==> config.mk <==
export PLATFORM = sky130hd
export DESIGN_NAME = xor_stream_cipher
export DESIGN_NICKNAME = d
export VERILOG_FILES = /design/src/rtl/xor_stream_cipher.sv
export SDC_FILE = /design/constraint.sdc
export NUM_CORES = 1
export LEC_CHECK = 0
export ABC_CLOCK_PERIOD_IN_PS = 1900
export CAP_MARGIN = 20
export CORE_MARGIN = 2
export CORE_UTILIZATION = 48
export DETAILED_ROUTE_END_ITERATION = 10
export MAX_ROUTING_LAYER = met4
export PLACE_DENSITY = 0.8
export SYNTH_ARGS = -nofsm -noshare
export SYNTH_HDL_FRONTEND = slang
export SYNTH_SLANG_ARGS = --single-unit
==> constraint.sdc <==
create_clock -name clk -period 1.9 [get_ports clk]
set_input_delay 0.57 -clock clk [delete_from_list [all_inputs] [get_ports clk]]
set_output_delay 0.57 -clock clk [all_outputs]
set_load 0.02 [all_outputs]
==> src/rtl/xor_stream_cipher.sv <==
// Word XOR cipher with static-key and LFSR-keystream modes. One-entry output
// register with valid/ready on both sides and a word counter.
module xor_stream_cipher #(
  parameter int               WIDTH = 4,
  parameter logic [WIDTH-1:0] TAPS  = 4'b1100,
  parameter int               CNT_W = 16
) (
  input  logic             clk,
  input  logic             rst,
  input  logic             key_load,
  input  logic [WIDTH-1:0] key_in,
  input  logic             mode,
  input  logic             in_valid,
  output logic             in_ready,
  input  logic [WIDTH-1:0] in_word,
  output logic             out_valid,
  input  logic             out_ready,
  output logic [WIDTH-1:0] out_word,
  output logic [CNT_W-1:0] word_cnt
);

  localparam logic [WIDTH-1:0] KS_ONE = WIDTH'(1);

  logic [WIDTH-1:0] key_q, key_d;
  logic [WIDTH-1:0] ks_q, ks_d;
  logic [WIDTH-1:0] out_word_q, out_word_d;
  logic             out_valid_q, out_valid_d;
  logic [CNT_W-1:0] cnt_q, cnt_d;
  logic             accept;

  // in_valid never reaches in_ready; only the register and out_ready do.
  assign in_ready  = !out_valid_q || out_ready;
  assign accept    = in_valid && in_ready;
  assign out_valid = out_valid_q;
  assign out_word  = out_word_q;
  assign word_cnt  = cnt_q;

  always_comb begin
    // NOTE: every *_d gets a hold default first so no path leaves it unassigned (no latches).
    key_d       = key_q;
    ks_d        = ks_q;
    out_word_d  = out_word_q;
    out_valid_d = out_valid_q;
    cnt_d       = cnt_q;

    if (accept) begin
      out_word_d  = in_word ^ (mode ? ks_q : key_q);
      out_valid_d = 1'b1;
      cnt_d       = cnt_q + CNT_W'(1);
      if (mode) ks_d = {ks_q[WIDTH-2:0], ^(ks_q & TAPS)};
    end else if (out_valid_q && out_ready) begin
      out_valid_d = 1'b0;
    end

    // Key reload wins over the keystream advance and the count of a concurrent word;
    // an all-zero seed would lock the LFSR, so it is replaced by 1.
    if (key_load) begin
      key_d = key_in;
      ks_d  = (key_in == '0) ? KS_ONE : key_in;
      cnt_d = '0;
    end
  end

  // NOTE: state registers use non-blocking assignments so all flops update together at the edge.
  always_ff @(posedge clk or posedge rst) begin
    if (rst) begin
      key_q       <= '0;
      ks_q        <= KS_ONE;
      out_word_q  <= '0;
      out_valid_q <= 1'b0;
      cnt_q       <= '0;
    end else begin
      key_q       <= key_d;
      ks_q        <= ks_d;
      out_word_q  <= out_word_d;
      out_valid_q <= out_valid_d;
      cnt_q       <= cnt_d;
    end
  end

endmodule

==> results.toml <==
[status]
status = "complete, but fails checks"
violations = "DRC"

[clock_tree]
cts_max_level = 2
worstSkewPairLatency_ns = 0.33
clkTransAtPathRegs_ns = 0.09
numCtsBuffers = 5
numClockSinks = 29
cts_tree = "built"
clockRootBuffer = "clkbuf_4"
cts.path.max_buffers = 2
post_cts_buffers = 0

[yosys]
synth_common_cells = "dfrtp_1, o21ai_0, xor2_1"
yosys_register_bits = 29
synth_most_common_cell = "dfrtp_1"
yosys.cell_types.count = 28
ys.flop_type = "dfrtp_1"
synth.mux.area_fraction = 0.0635
synth_compound_area_frac = 0.0991
ys_warn_count = 0
syn_area_um2 = 1440
yosys.area.top_type_share = 0.487
async_reset_ff_frac = 1.00
syn_nets = 155
yosysSeqAreaShare = 0.505
synth_top_area_cell = "dfrtp_1"
synth-edff-count = 0
synth_cells = 140
yosys.area_share.adder = 0.00870
yosys.area_share.simple = 0.204
synth_top_family_by_area = "simple AND/OR/NAND/NOR gates"
ys_top_cells_by_area = "dfrtp_1, xor2_1, mux2i_1, o21ai_0, nand2_1"
syn_avg_cell_area_um2 = 10.3
synth_xor_area_frac = 0.0791

[route]
drc = 3
via_per_inst = 5.59
drt-total-wl_um = 3150
drtAntennaViolNets = 0
wl_per_cell_um = 14.4
initialDrtViolationCount = 38
vias = 1225
dr.pass1.iters = 7

[setup_path]
worst-path-max-fanout = 2
crit_family = "buffers and inverters"
cp.arrival_ns = 1.30
path_class = "flip-flop to output port"
crit_required_ns = 1.33
path_cells = "clkdlybuf4s50_1"
cp-start-kind = "flip-flop"
end_kind = "output port"
path_buf_inv = 1
cp_slowest_cell = "clkdlybuf4s50_1"
slowest_delay_ns = 0.61

[finish]
finalNonFillerCells = 219
num_antenna_cells = 0
nFillCells = 241
seqCellArea_um2 = 727
drive_gt1_frac = 0.144
final_nets = 202
multi_input_area_um2 = 662
final_cell_area_um2 = 1920
syn_to_final_growth_pct = 33.1

[place]
dp_hpwl_um = 2270
portBuffers = 35
gp_congestion = 0.735
placed_cells = 211
dpl_cell_area_um2 = 1870
preCtsSetupSlack_ns = -0.525

[floorplan]
fp.dieH_um = 58.8
die_w_um = 58.8
core_area_um2 = 2810
rows = 19
io_pins = 36
dieArea_um2 = 3450
initial_utilization = 0.513

[timing]
maxSlewViolCount = 0
fin_ws_ns = 0.0320
worst_slew_pin_slew_ns = 0.374
max_freq_ghz = 0.535
finalCriticalPeriod_ns = 1.87
slew-limit-headroom = 0.751
rsz0062_at_grt = "no"
finClkSkew_ns = 0.00577
min_period_over_period = 0.983
setup_viol = 0
hold_viol_final = 0

[pwr]
p_leak_nw = 0.982
pwr-share-clk = 0.281
seqPwrFrac = 0.544
pwr_density_cell_nw_per_um2 = 658
cell_internal_pwr_uw = 911
power_switching_uw = 350
swShare = 0.277
power.total_mw = 1.26
ir_worst_vdd_mv = 0.518
combPwrFrac = 0.175

[run]
maxCapViolCount = 0

[global_routing]
grt_max_degree = 30
antenna_found_initial = 0
track_usage = 0.215
grt_pass1_wl_um = 5420
grt_pass1_vias = 1237
grt.overflow.total = 0

[worst_hold_path]
holdCritPathClass = "flip-flop to flip-flop"
power by group through the flow:
| stage | Sequential (mW) | Combinational, mW | Clock (mW) |
|---|---|---|---|
| 2_1_floorplan | 0.720 | 0.0939 | 0 |
| 5_1_grt | 0.692 | 0.241 | 0.386 |
| 3_5_place_dp | 0.698 | 0.225 | 0 |
| 3_3_place_gp | 0.696 | 0.220 | 0 |
| 4_1_cts | 0.687 | 0.226 | 0.363 |
| 6_report | 0.685 | 0.221 | 0.354 |
per-layer routing:
metal / up-vias / share of wire / global-route usage / wire (µm)
met4: 0 / 0.023 / 0.107 / 74
met1: 581 / 0.41 / 0.234 / 1300
met2: 44 / 0.51 / 0.365 / 1610
met5: - / 0 / - / 0
met3: 7 / 0.055 / 0.0505 / 173
li1: 593 / - / - / -
logic make-up (layout without fill, tap and decap cells):
logic type	after synthesis	after routing
and+or+nand+nor	51	51
DFF	29	29
AOI/OAI and AO/OA	27	27
xor gates and xnor gates	13	13
buffers and inverters	10	58
muxes	9	9
adders and majority gates	1	1
area by class of cell:
class	count	area share
clock buffer	8	0.0255
inverter	4	0.00784
timing repair buffer	46	0.221
sequential	29	0.379
tap	31	0.0202
multi-input combinational	101	0.346
state kept, by name (all words and copies together), names as in the netlist:
signal,count
word_cnt,16
key_q,4
ks_q,4
out_word,4
out_valid,1
placed cells by master, fill, tap and decap left out, drive strengths merged:
cell | Yosys | final
mux2i | 8 | 8
dlygate4sd2 | 0 | 16
a21oi | 8 | 8
mux2 | 1 | 1
o21ai | 16 | 16
clkbuf | 6 | 8
or4 | 3 | 3
xor2 | 13 | 13
dfrtp | 28 | 28
nand2b | 1 | 1
ha | 1 | 1
nor3 | 1 | 1
and4 | 3 | 3
buf | 0 | 12
nand2 | 12 | 12
dfstp | 1 | 1
and2 | 1 | 1
nand3 | 8 | 8
clkdlybuf4s50 | 0 | 14
inv | 4 | 4
and3 | 3 | 3
or3 | 4 | 4
or2b | 1 | 1
nor2 | 8 | 8
o31ai | 3 | 3
nand4 | 6 | 6
dlymetal6s2s | 0 | 4
per-stage QoR:
stage	utilization	TNS, ns	hold WS, ns
after floorplan	-	0	0.480
after global placement	0.666	-3.85	0.463
after detailed placement	0.666	-4.22	0.480
after CTS	0.679	0	0.501
after global routing	0.683	0	0.530
final	0.683	0	0.479
what timing repair did:
action	CTS	global route
hold buffers	0	0
setup endpoints to repair	18	4
hold endpoints to repair	0	0
gates resized for setup	24	4
path summary, 6_finish.rpt:
check	cells past startpoint	slack, ns	start	to
worst max-delay path	1	0.03	out_word[2]	out_word[2]
worst min-delay path	2	0.48	out_word[3]	out_word[3]
worst max register to register	4	0.21	word_cnt[4]	word_cnt[13]
worst min register to register	2	0.48	out_word[3]	out_word[3]
max in group asynchronous	3	0.99	rst	ks_q[0]
min in group asynchronous	3	0.60	rst	word_cnt[11]
No activity file was read; power rests on OpenSTA's default activity.
